`src/rtl/mod_not_pipe_pkg.sv`:
```
// mod_not_pkg: shared constants for the mod_not_pipe block.
//   MOD_NOT_WIDTH_DEF : default data width
//   MOD_NOT_DEPTH_DEF : default number of register stages
//   MOD_NOT_CNT_W     : width of the optional output-transfer counter
package mod_not_pkg;
    localparam int MOD_NOT_WIDTH_DEF = 8;
    localparam int MOD_NOT_DEPTH_DEF = 2;
    localparam int MOD_NOT_CNT_W     = 16;
endpackage

```
`src/rtl/mod_not_pipe_if.sv`:
```
// mod_not_pipe_if: input and output streams of mod_not_pipe.
//   x, inv_mask, in_valid : input word, per-bit invert select, word valid
//   in_ready              : block accepts the input word this cycle
//   y, out_valid          : result word and its valid
//   out_ready             : downstream accepts y
// Handshake: a word moves on a rising edge where valid and ready are both 1;
// a producer holds valid and data stable until that edge, and valid never
// depends on ready.
// Modports: master = the side feeding x and consuming y; slave = the block.
interface mod_not_pipe_if
    import mod_not_pkg::*;
#(
    parameter int WIDTH = MOD_NOT_WIDTH_DEF
);
    logic [WIDTH-1:0] x;
    logic [WIDTH-1:0] inv_mask;
    logic             in_valid;
    logic             in_ready;
    logic [WIDTH-1:0] y;
    logic             out_valid;
    logic             out_ready;

    modport master (
        output x, inv_mask, in_valid, out_ready,
        input  in_ready, y, out_valid
    );

    modport slave (
        input  x, inv_mask, in_valid, out_ready,
        output in_ready, y, out_valid
    );
endinterface

```
`src/rtl/mod_not_pipe_stage.sv`:
```
// mod_not_stage: one register stage of the mod_not_pipe chain.
//   clk, rst_n          : clock, asynchronous active-low reset
//   load                : stage takes src_valid/src_data this cycle
//   src_valid, src_data : word offered by the previous stage (or the input)
//   valid, data         : contents of this stage
module mod_not_stage
    import mod_not_pkg::*;
#(
    parameter int WIDTH = MOD_NOT_WIDTH_DEF
) (
    input  logic             clk,
    input  logic             rst_n,
    input  logic             load,
    input  logic             src_valid,
    input  logic [WIDTH-1:0] src_data,
    output logic             valid,
    output logic [WIDTH-1:0] data
);
    always_ff @(posedge clk or negedge rst_n) begin
        if (!rst_n) begin
            valid <= 1'b0;
            data  <= '0;
        end else if (load) begin
            valid <= src_valid;
            // A bubble moving in leaves the old data untouched so y does
            // not toggle on meaningless input values.
            if (src_valid) begin
                data <= src_data;
            end
        end
    end
endmodule

```
`src/rtl/mod_not_pipe.sv`:
```
// mod_not_pipe: DEPTH-stage elastic pipeline computing y = x ^ inv_mask.
//   clk, rst_n : clock, asynchronous active-low reset
//   bus        : mod_not_pipe_if.slave (input and output valid/ready streams)
//   xfer_cnt   : output-transfer counter, present only when the macro
//                MOD_NOT_PIPE_CNT_EN is defined
// The XOR is applied on entry to stage 0; later stages copy. Every stage
// loads when empty or when its content leaves in the same cycle, so bubbles
// collapse and DEPTH words are held under full back-pressure.
module mod_not_pipe
    import mod_not_pkg::*;
#(
    parameter int WIDTH = MOD_NOT_WIDTH_DEF,
    parameter int DEPTH = MOD_NOT_DEPTH_DEF
) (
    input  logic                     clk,
    input  logic                     rst_n,
    mod_not_pipe_if.slave            bus
`ifdef MOD_NOT_PIPE_CNT_EN
    ,
    output logic [MOD_NOT_CNT_W-1:0] xfer_cnt
`endif
);
    logic [DEPTH-1:0] stage_valid;
    logic [DEPTH-1:0] stage_load;
    logic [WIDTH-1:0] stage_data [DEPTH];
    logic             take;

    // Ready ripples back from out_ready through the valid bits, last stage
    // first; this is the only combinational path through the block.
    always_comb begin
        stage_load = '0;
        take       = bus.out_ready;
        for (int k = DEPTH - 1; k >= 0; k--) begin
            stage_load[k] = !stage_valid[k] || take;
            take          = stage_load[k];
        end
    end

    for (genvar k = 0; k < DEPTH; k++) begin : g_stage
        if (k == 0) begin : g_first
            mod_not_stage #(.WIDTH(WIDTH)) u_stage (
                .clk       (clk),
                .rst_n     (rst_n),
                .load      (stage_load[0]),
                .src_valid (bus.in_valid),
                .src_data  (bus.x ^ bus.inv_mask),
                .valid     (stage_valid[0]),
                .data      (stage_data[0])
            );
        end else begin : g_next
            mod_not_stage #(.WIDTH(WIDTH)) u_stage (
                .clk       (clk),
                .rst_n     (rst_n),
                .load      (stage_load[k]),
                .src_valid (stage_valid[k-1]),
                .src_data  (stage_data[k-1]),
                .valid     (stage_valid[k]),
                .data      (stage_data[k])
            );
        end
    end

    assign bus.in_ready  = stage_load[0];
    assign bus.out_valid = stage_valid[DEPTH-1];
    assign bus.y         = stage_data[DEPTH-1];

`ifdef MOD_NOT_PIPE_CNT_EN
    always_ff @(posedge clk or negedge rst_n) begin
        if (!rst_n) begin
            xfer_cnt <= '0;
        end else if (bus.out_valid && bus.out_ready) begin
            xfer_cnt <= xfer_cnt + MOD_NOT_CNT_W'(1);
        end
    end
`endif
endmodule

```
`src/flat_wrapper.sv`:
```
// flat-port wrapper written by rule: the top's interface ports become plain ports
module mod_not_pipe_flat import mod_not_pkg::*;
#(
    parameter int WIDTH = MOD_NOT_WIDTH_DEF,
    parameter int DEPTH = MOD_NOT_DEPTH_DEF
)
  (clk, rst_n, bus_x, bus_inv_mask, bus_in_valid, bus_out_ready, bus_in_ready, bus_y, bus_out_valid);
  mod_not_pipe_if #(.WIDTH(WIDTH)) bus_i ();
  input  logic clk;
  input  logic rst_n;
  input wire logic [$bits(bus_i.x)-1:0] bus_x;
  input wire logic [$bits(bus_i.inv_mask)-1:0] bus_inv_mask;
  input wire logic [$bits(bus_i.in_valid)-1:0] bus_in_valid;
  input wire logic [$bits(bus_i.out_ready)-1:0] bus_out_ready;
  output wire logic [$bits(bus_i.in_ready)-1:0] bus_in_ready;
  output wire logic [$bits(bus_i.y)-1:0] bus_y;
  output wire logic [$bits(bus_i.out_valid)-1:0] bus_out_valid;
  assign bus_i.x = bus_x;
  assign bus_i.inv_mask = bus_inv_mask;
  assign bus_i.in_valid = bus_in_valid;
  assign bus_i.out_ready = bus_out_ready;
  assign bus_in_ready = bus_i.in_ready;
  assign bus_y = bus_i.y;
  assign bus_out_valid = bus_i.out_valid;
  mod_not_pipe #(.WIDTH(WIDTH), .DEPTH(DEPTH)) u_core (.clk(clk), .rst_n(rst_n), .bus(bus_i));
endmodule
```
`config.mk`:
```
export PLATFORM = sky130hd
export DESIGN_NAME = mod_not_pipe_flat
export DESIGN_NICKNAME = d
export VERILOG_FILES = /design/src/rtl/mod_not_pipe_pkg.sv /design/src/rtl/mod_not_pipe_if.sv /design/src/rtl/mod_not_pipe_stage.sv /design/src/rtl/mod_not_pipe.sv /design/src/flat_wrapper.sv
export SDC_FILE = /design/constraint.sdc
export NUM_CORES = 1
export LEC_CHECK = 0
export CAP_MARGIN = 20
export CORE_MARGIN = 4
export CORE_UTILIZATION = 53
export CTS_CLUSTER_SIZE = 8
export DETAILED_ROUTE_END_ITERATION = 8
export DONT_BUFFER_PORTS = 1
export GPL_ROUTABILITY_DRIVEN = 0
export MAX_ROUTING_LAYER = met4
export PLACE_DENSITY = 0.8
export SYNTH_ARGS = -nofsm -noshare
export SYNTH_HDL_FRONTEND = slang
export SYNTH_SLANG_ARGS = --single-unit
```
`constraint.sdc`:
```
create_clock -name clk -period 1.06 [get_ports clk]
set_input_delay 0.106 -clock clk [delete_from_list [all_inputs] [get_ports clk]]
set_output_delay 0.106 -clock clk [all_outputs]
set_load 0.03 [all_outputs]
```
Word-level counts from Yosys, hierarchy flattened

Index checks and enable logic that the tools add are counted.

Order comparisons: 0
Shift-type cells: 0
Bitwise logic cells: 1
Add/subtract/negate cells: 0
Reduce and logical (&&, ||, !) cells: 6
Multipliers: 0
Div/mod/pow operators: 0
Muxes and demuxes: 0
Equality and inequality tests: 0

Operators by type and width:

| kind                | count |
|---|---|
| bitwise XOR 8 bit   | 1 |
| AND reduction 2 bit | 2 |
| zero test 1 bit     | 2 |
| logical OR 1 bit    | 2 |

Input port bits: 20
Memory bits (writable): 0
Latch bits: 0
Output and inout bits: 10
Register bits: 18
ROM bits: 0
Memories kept: 0
Logic and storage cells: 11

Depth between registers and ports, before layout

Gate-level depths: netlist of run 1.

Depth after elaboration: 4
Gate-level depth with buffers: 3
Depth with buffers taken out: 3

By module

A second synthesis of run 1 with hierarchy kept.

Cell total of the unflattened synthesis: 50
Area, all modules: 754.5 µm²

Modules (own cells, without submodules):

| module        | cells an instance | area an instance (µm²) | sequential area each (µm²) | instances |
|---|---|---|---|---|
| mod_not_stage | 20                | 335.3                  | 225.2                      | 2 |
| mod_not_pipe  | 10                | 83.8                   | 0.0                        | 1 |

Worst setup path after synthesis of run 1

OpenSTA, ideal clock, no wires.

Kind: reg-to-reg
Start point: reg u_core.g_stage[1].g_next.u_stage.valid
End point: reg u_core.g_stage[0].g_first.u_stage.data[0]
Data arrival time: 1.246 ns
Required time: 0.935 ns
Buffers on the path: 0
Cell stages (with the launch flop): 4
Slack: -0.311 ns
Setup time: 0.125 ns
Clock period less this slack: 1.371 ns
Cell sequence: dfrtp_1 > nand3b_4 > nand2_8 > mux2_4

Word-level cells in the longest chain between the ends: 4

RTL lines:

| item                                 | RTL line                 | RTL |
|---|---|---|
| from (decl)                          | mod_not_pipe_stage.sv:16 | `output logic valid,` |
| from (signal assigned)               | mod_not_pipe_stage.sv:24 | `valid <= src_valid;` |
| zero test 1 bit                      | mod_not_pipe.sv:34       | `stage_load[k] = !stage_valid[k] \|\| take;` |
| logical OR 1 bit (2 in a row)        | mod_not_pipe.sv:34       |  |
| net bus_in_ready                     | flat_wrapper.sv:15       | `output wire logic [$bits(bus_i.in_ready)-1:0] bus_in_ready;` |
| AND reduction 2 bit (no source line) | -                        |  |
| to (signal assigned)                 | mod_not_pipe_stage.sv:28 | `data <= src_data;` |
| to (decl)                            | mod_not_pipe_stage.sv:17 | `output logic [WIDTH-1:0] data` |

The timed path passes the listed nets, and every way through them passes these cells.
A chain may end at the register's enable or synchronous reset.

Final worst setup path of run 1

Start point: reg u_core.g_stage[0].g_first.u_stage.valid
End point: out bus_in_ready

Word-level cells in the longest chain between the ends: 2

RTL lines:

| item                   | RTL line |
|---|---|
| from (decl)            | mod_not_pipe_stage.sv:16 |
| from (signal assigned) | mod_not_pipe_stage.sv:24 |
| zero test 1 bit        | mod_not_pipe.sv:34 |
| logical OR 1 bit       | mod_not_pipe.sv:34 |
| to (decl)              | flat_wrapper.sv:15 |

No other way between the ends.

==> results, run 1 <==
- Once placement completed, the tool counted placed cells totaling 73.
- The die is approximately 47 um tall.
- Relative to the synthesized area, the layout overhead comes to 20.9%.
- The post-route core utilization is 0.705.
- Between clock sinks in the finished design, the worst skew comes to about 0.0022 ns.
- Setup repair after global routing could not meet its margin everywhere.
- The cell sitting at the root of the clock tree is a clkbuf_4.
- Traced cell by cell, the critical path runs through nand3b_4, buf_6.
- The min-delay analysis places its worst path in the category in -> reg.
- The top-level port count is 30.
- In this run the cell area of the synthesized design comes to 797 sq um.
- The number of warning messages in the yosys log is 0.
- The core area is 1370 sq um.
- After clock tree synthesis, the setup repair step added 0 buffers.
- The maximum clock rate is 893 MHz.
- The per-cell routed wire length is between 15 and 20 um.
- The number of standard-cell rows in the floorplan is 13.
- The peak fanout along the critical path is 3.
- The hold path startpoint is bus_x[2].
- The first-pass GRT wire length is 1960 um.
- Max-cap violations in this run came to 0.
- After detailed placement, the total cell area comes to ~900 sq um.
- Summing all flip-flop and latch instances after layout gives 453 sq um.
- Of the synthesized area, sequential elements account for 0.565.
- The die is 46.8 um wide.
- The design area is approximately 960 sq um.
- The number of fillers in the final layout is 102.
- The number of unique standard cell types used by synthesis is 9.
- The power per unit of standard cell area is around 2000 nW/um^2.
- The number of sinks on the clock net is 18.
- After layout, the minimum clock period comes to 1.12 ns.
- The leakage power of the design is 0.463 nW.
- The number of global-route vias before repair is 457.
- The total number of nets in the final design is 85.
- The worst setup path is captured at an output pin.
- The setup TNS after final layout is -0.601 ns.
- Data arrives at the worst endpoint at 1.01 ns.
- Synthesis inferred 18 register bits.
- The max-slew violation count is 0.
- The number of buffers inserted by port buffering is 0.
- Dividing the detail-routed via count by the number of cells gives 5.54.
- The number of hold violations in the final report is 0.
- The sum of overflow across all layers after global routing is 0.
- The worst register-to-register path begins at u_core.g_stage[0].g_first.u_stage.valid$_DFFE_PN0P_.
- The initial utilization of the core area, before any placement, comes to 0.583.
- The die outline area is between 2000 and 2500 sq um.
- The clock-pin transition on the worst setup and hold timing paths is roughly 0.09 ns.
- By startpoint and endpoint, the worst setup path is classified as reg -> out.
- Measured against its own limit, the worst slew margin works out to 0.487.
- The total setup violations reported at the end of the flow is 17.
- Tracing the worst setup path back leads to its startpoint at u_core.g_stage[0].g_first.u_stage.valid$_DFFE_PN0P_.
- The first routing iteration left 2 violations.
- The flow ran to the end, but the final reports show violations.
- Summing all multi-input logic gate instances after layout gives 367 sq um.
- CTS built an H-tree with a depth of 1.
- The worst setup path is launched from a flip-flop.
- For this run, design rule violations remaining after detail routing come to 0.
- The final reports fail on negative setup slack.
- The number of antenna cells inserted is 0.
- When the netlist entered floorplanning its net count stood at 68.
- The synthesized instance count is 48.
- The first TritonRoute pass finished after 4 iterations.
- The count of nets left with antenna violations after detail routing is 0.
- After detailed routing, the total wire length is 1360 um.
- VDD sags by at most 1.02 mV.
- The total number of vias is approximately 440.
- For the pin with the worst max-slew slack, the measured transition is 0.767 ns.
- Across all setup checks in the final design, the least slack found is -0.0593 ns.
- Dividing the synthesized area by the synthesized cell count gives 16.6 sq um.
- The initial antenna violation count came to 0.
- The share of post-route cells with drive strength above 1 is 0.547.
- For this run, the slowest stage of the critical path takes roughly 0.46 ns.
- The slowest library cell on the worst path is dfrtp_2.
- The worst-case clock buffer depth is 2.
- For the worst setup path, the data required time is between 0.9 and 1 ns.
- Dividing the final minimum period by the clock period gives 1.06.
- The number of non-filler instances in the completed layout is 79.
- The total global routing track utilization is 0.137.
- TritonCTS built the clock tree.
- Buffers inserted during clock tree synthesis total 3.
- Entering global routing, the biggest net connects 19 pins.
- At the later pin of the worst-skew pair, clock insertion delay measures 0.28 ns.
==> area by class of cell <==
type                            count  area share
Timing Repair Buffer               12       0.103
Tap cell                           15      0.0195
Sequential cell                    18       0.470
Clock buffer                        4      0.0273
Multi-Input combinational cell     30       0.381
==> final timing paths <==
kind | end | slack, ns | depth (start not counted)
max | bus_in_ready | -0.06 | 2
min | u_core.g_stage[0].g_first.u_stage.data[2]$_DFFE_PN0P_ | 0.11 | 2
max reg2reg | u_core.g_stage[0].g_first.u_stage.data[6]$_DFFE_PN0P_ | -0.05 | 3
min reg2reg | u_core.g_stage[1].g_next.u_stage.data[5]$_DFFE_PN0P_ | 0.51 | 1
max in group asynchronous | u_core.g_stage[0].g_first.u_stage.valid$_DFFE_PN0P_ | 0.20 | 1
min in group asynchronous | u_core.g_stage[1].g_next.u_stage.valid$_DFFE_PN0P_ | 0.33 | 1
==> layer usage <==
layer  vias up  routed length (um)  GRT usage
met4         0                   0     0.0497
met1       217                 497      0.133
li1        202                   -          -
met2        19                 752      0.255
met5         -                   0          -
met3         0                 111     0.0383
==> registers in the layout, indices dropped and copies added (netlist names) <==
register / flops
u_core.g_stage.g_first.u_stage.valid: 1
u_core.g_stage.g_next.u_stage.valid: 1
u_core.g_stage.g_first.u_stage.data: 8
u_core.g_stage.g_next.u_stage.data: 8
==> synth_stat cells <==
master | number | share of area
nand2b_1 | 2 | 0.016
nand3b_4 | 1 | 0.025
dfrtp_1 | 18 | 0.57
mux2_4 | 8 | 0.15
nand2_8 | 1 | 0.025
or2b_1 | 1 | 0.0094
xor2_1 | 8 | 0.088
mux2_2 | 8 | 0.11
nand2_2 | 1 | 0.0079
==> logic make-up (layout without fill, tap and decap cells) <==
logic type | Yosys count | after routing | synth area share
buf+inv | 0 | 16 | 0
flops | 18 | 18 | 0.565
mux | 16 | 16 | 0.264
xor+xnor | 8 | 8 | 0.0879
simple gates | 6 | 6 | 0.0832
==> where the power goes <==
| part | total, W | internal (W) | switching [W] |
|---|---|---|---|
| Clock | 0.000337 | 0.000146 | 0.000191 |
| Sequential | 0.000946 | 0.000850 | 0.0000966 |
| Combinational | 0.000692 | 0.000343 | 0.000349 |
==> layout by cell type, fill, tap and decap left out, types with 2 or more instances in the layout <==
cell type | synthesis | layout
buf_4 | 0 | 9
clkbuf_4 | 0 | 3
dfrtp_1 | 18 | 16
dfrtp_2 | 0 | 2
dlygate4sd3_1 | 0 | 2
mux2_2 | 8 | 6
mux2_4 | 8 | 10
xor2_1 | 8 | 8
==> stage by stage <==
stage,setup slack [ns],hold slack (ns),power [W]
after floorplan,-0.169,-0.190,0.00141
after CTS,-0.0744,0.0977,0.00200
after detailed placement,-0.112,-0.189,0.00163
after global placement,-0.0687,-0.189,0.00160
after global routing,-0.108,0.0856,0.00207
final,-0.0593,0.108,0.00197
==> worst max-delay path, delay by kind of cell, from the launching register on <==
family | cells | cell delay (ns)
buffers and inverters | 1 | 0.15
flip-flops | 1 | 0.46
AND/OR/NAND/NOR | 1 | 0.13
==> repair_timing <==
item,in CTS,in global routing
cloned,0,0
pin swaps,1,1
endpoints found under the hold margin,19,0
gates resized for setup,4,0
setup endpoints to repair,17,18
hold buffers,2,0
No activity file was read; power rests on OpenSTA's default activity.
==> run 2, diff against run 1 <==
- CORE_UTILIZATION: 53 -> 52
- GPL_ROUTABILITY_DRIVEN: 0 -> not set
- PLACE_DENSITY: 0.8 -> 0.79
- SYNTH_HIERARCHICAL: not set -> 1
==> run 2 against run 1 <==
Net effect:
- largest power group unchanged
- core utilization down 1.0 points
- area after synthesis shrank 5.3%
- highest routed layer unchanged
- largest cell class unchanged
- design area decreased by 3.8%
- the flow still finishes with violations (negative setup slack)
- die area fell by 2.9%
- clock power increased by 19%
==> results, run 2 <==
- The run finished, with violations left.
- The final reports fail on negative setup slack.
- The relative contribution of the clock network to total power is 0.193 (+0.023).
- The maximum number of pins on one net before global-route repair is 19 (unchanged).
- The net count after synthesis is 70 (+2.9%).
- The number of enable-type register cells in the synthesized netlist came to 0 (unchanged).
- The TritonCTS buffer count is 3 (unchanged).
- The top-level port count is 30 (unchanged).
- After synthesis, the cell types taking the most area are dfrtp_1, mux2_2, xor2_1.
- The number of levels in the clock H-tree is 1 (unchanged).
- The combined flip-flop and latch cell area is 452 sq um (-0.28%).
- The detailed placer's ending HPWL is 1010 um.
- The synthesized instance count came to 50 (+4.2%).
- The number of register bits inferred by synthesis is 18 (unchanged).
- Setup repair after global routing could not meet its margin everywhere.
- The commonest non-fill, non-tap cell in the layout is dfrtp_1.
- The max-cap check violation count was 0 (unchanged).
- The switching power summed over all nets is 0.000678 W (+6.5%).
- The share of the synthesized area in the top cell type was 0.597 (+0.0319).
- The leading cell type by number of instances after synthesis is dfrtp_1.
- The worst-case vdd ir drop is 1.39 mV (+36%).
- Tracing the worst setup path back leads to its startpoint at u_core/g_stage[1].g_next.u_stage/valid$_DFFE_PN0P_.
- The final wirelength is 1320 um (-3.0%).
- The core area is 1330 sq um (-2.4%).
- The worst stage delay on the critical path was 0.39 ns (-0.07 ns).
- The max-slew headroom at the worst pin is 0.490 (+0.00327).
- The initial antenna violation count is 0 (unchanged).
- The kind of start point of the critical path is a flip-flop.
- The final period utilization is 1.12 (+0.0591).
- The slowest library cell on the worst path is dfrtp_2.
- The per-cell routed wire length is 16.1 um (-6.6%).
- Summed over all instances, the cell type with the most area after synthesis is dfrtp_1.
- The number of warning messages in the yosys log is 6 (+6).
- The transition time of the tightest slew-check pin is 0.762 ns (-0.00488 ns).
- The worst clock skew was 0.00340 ns (+0.00122 ns).
- The initial core utilization came to 0.566 (-0.0177).
- Traced cell by cell, the critical path runs through nand3b_1, nand2_4, mux2_2.
- The library cells used most frequently in the layout, excluding fill and tap cells, are dfrtp_1, mux2_2, buf_4, xor2_1, clkbuf_4.
- The number of non-filler instances in the completed layout was 82 (+3.8%).
- The number of iterations in the first detailed-routing pass is 5 (+1).
- The worst-case setup slack after placement came to -0.161 ns (-0.0484 ns).
- In the synthesized netlist the dominant register cell turns out to be dfrtp_1.
- The internal power contribution is 0.00140 W (+4.3%).
- The part of the Yosys area used for sequential elements came to 0.597 (+0.0319).
- The launch point of the worst reg-to-reg path is u_core/g_stage[1].g_next.u_stage/valid$_DFFE_PN0P_.
- The sum of overflow across all layers after global routing was 0 (unchanged).
- The least setup slack across all paths after layout is -0.122 ns (-0.0627 ns).
- The share of post-route cells with drive strength above 1 came to 0.537 (-0.00956).
- The critical path arrival is 1.35 ns (+0.34 ns).
- The peak fanout along the critical path was 9 (+6).
- The number of sinks on the clock net is 18 (unchanged).
- The net switching share of the total power came to 0.327 (+0.00458).
- The kind of capture point of the worst setup path is a flip-flop.
- The combinational fraction of design power is 0.350 (about the same).
- The number of fillers in the final layout came to 96 (-5.9%).
- The post-synthesis to final-layout area growth is 22.9%.
- The chip height came to 46.1 um (-1.5%).
- The number of placed instances, taps included was 76 (+4.1%).
- The category of the critical setup timing path is reg -> reg.
- The congestion estimate from routability-driven global placement came to 0.708.
- The floorplan die width is 46.1 um (-1.5%).
- The number of global-route vias before repair was 487 (+6.6%).
- The clock-pin transition on the worst setup and hold timing paths is 0.10 ns (about the same).
- The proportion of register bits with asynchronous set or reset after synthesis is 1.00 (unchanged).
- The number of unique standard cell types used by synthesis was 8 (-1).
- The mean number of vias per cell is 5.37 (-3.2%).
- The area taken by multi-input logic gates came to 313 sq um (-15%).
- The total power of the final layout came to 0.00207 W (+5.0%).
- The number of buffers inserted by port buffering is 0 (unchanged).
- The total number of nets in the final design is 88 (+3.5%).
- The total setup violations reported at the end of the flow came to 17 (unchanged).
- In this run the most critical hold path is launched from bus_in_valid.
- The initial DRC count was 4 (+2).
- The combined buffer and inverter count along the critical path is 0 (-1).
- The setup TNS after final layout is -1.62 ns (-1.02 ns).
- The power per unit of standard cell area is 2240 nW/um^2 (+9.2%).
- The synthesized area per cell is 15.1 sq um (-9.1%).
- The number of hold violations in the final report is 0 (unchanged).
- The number of standard-cell rows in the floorplan was 13 (unchanged).
- The number of antenna cells inserted is 0 (unchanged).
- The max-slew violation count came to 0 (unchanged).
- The total number of vias is 440 (+0.46%).
- The count of nets left with antenna violations after detail routing came to 0 (unchanged).
- The CTS root buffer is clkbuf_4.
- The post-layout minimum cycle time is 1.18 ns (+0.0627 ns).
- The total global routing track utilization came to 0.141 (+0.00431).
- The kind of cell adding the most delay to the critical path is flip-flops.
- The area of the mapped netlist was 754 sq um (-5.3%).
- The data required time at the worst endpoint came to 1.23 ns (+0.28 ns).
- The maximum clock rate is 846 MHz (-5.3%).
- The worst-case clock buffer depth is 2 (unchanged).
- The first-pass GRT wire length was 2040 um (+4.2%).
- The detailed-route DRC error count is 0 (unchanged).
- The clock tree from TritonCTS is yes.
- The sequential group share of total power came to 0.457 (-0.022).
- The leakage power of the design is 0.423 nW (-8.7%).
- In the final layout, the registers with the most flip-flops are u_core/g_stage.g_first.u_stage/data (8), u_core/g_stage.g_next.u_stage/data (8).
- The path type of the worst min-delay path is in -> reg.
- The die outline area is 2120 sq um (-2.9%).
- Counting instances in the post-synthesis netlist gives the leading cell types as dfrtp_1, mux2_2, xor2_1.
- The clock latency on the worst-skew pair is 0.28 ns (about the same).
run 2: path summary, 6_finish.rpt:
| kind | to | slack (ns) | cells after the start |
|---|---|---|---|
| worst max-delay path | u_core/g_stage[0].g_first.u_stage/data[0]$_DFFE_PN0P_ | -0.12 | 3 |
| worst min-delay path | u_core/g_stage[0].g_first.u_stage/valid$_DFFE_PN0P_ | 0.04 | 2 |
| worst max register to register | u_core/g_stage[0].g_first.u_stage/data[0]$_DFFE_PN0P_ | -0.12 | 3 |
| worst min register to register | u_core/g_stage[0].g_first.u_stage/data[1]$_DFFE_PN0P_ | 0.51 | 1 |
| max in group asynchronous | u_core/g_stage[1].g_next.u_stage/valid$_DFFE_PN0P_ | 0.21 | 1 |
| min in group asynchronous | u_core/g_stage[0].g_first.u_stage/valid$_DFFE_PN0P_ | 0.33 | 1 |
run 2: metrics by stage:
stage	area [sq um]	hold WS, ns	util
finish	927	0.0404	0.695
global route	927	0.0455	0.695
CTS	927	0.0368	0.695
detailed placement	857	-0.189	0.643
global placement	857	-0.189	0.643
floorplan	756	-0.190	-
run 2: cell type report:
cell class	instances	share of cell area
timing repair buffer	13	0.108
inverter	2	0.00810
sequential	18	0.487
multi-input combinational	30	0.337
clock buffer	4	0.0391
tap	15	0.0202
run 2: cells by family (layout without fill, tap and decap cells):
logic type,count (synthesis),in the layout,synth area share
simple gates,4,4,0.0481
flops,18,18,0.597
mux,16,16,0.239
xor+xnor,8,8,0.0929
compound gates,2,2,0.0133
buf+inv,2,19,0.00995
run 2: repair_timing:
action | in CTS | in global routing
resized for setup | 2 | 0
endpoints found under the setup margin | 18 | 18
endpoints found under the hold margin | 18 | 0
buffers inserted | 1 | 0
pin swaps | 1 | 0
hold buffers | 1 | 0
run 2: per-layer routing:
metal,global-route usage,vias up,share of wire
li1,-,205,-
met3,0.0391,0,0.090
met4,0.0170,0,0
met5,-,-,0
met2,0.272,21,0.56
met1,0.143,214,0.35
run 2: power groups by stage:
stage	sequential (W)	combinational (W)	clock (W)
2_1_floorplan	0.00118	0.000223	0
3_3_place_gp	0.000950	0.000677	0
3_5_place_dp	0.000967	0.000693	0
4_1_cts	0.000948	0.000737	0.000419
5_1_grt	0.000970	0.000772	0.000458
6_report	0.000948	0.000727	0.000400
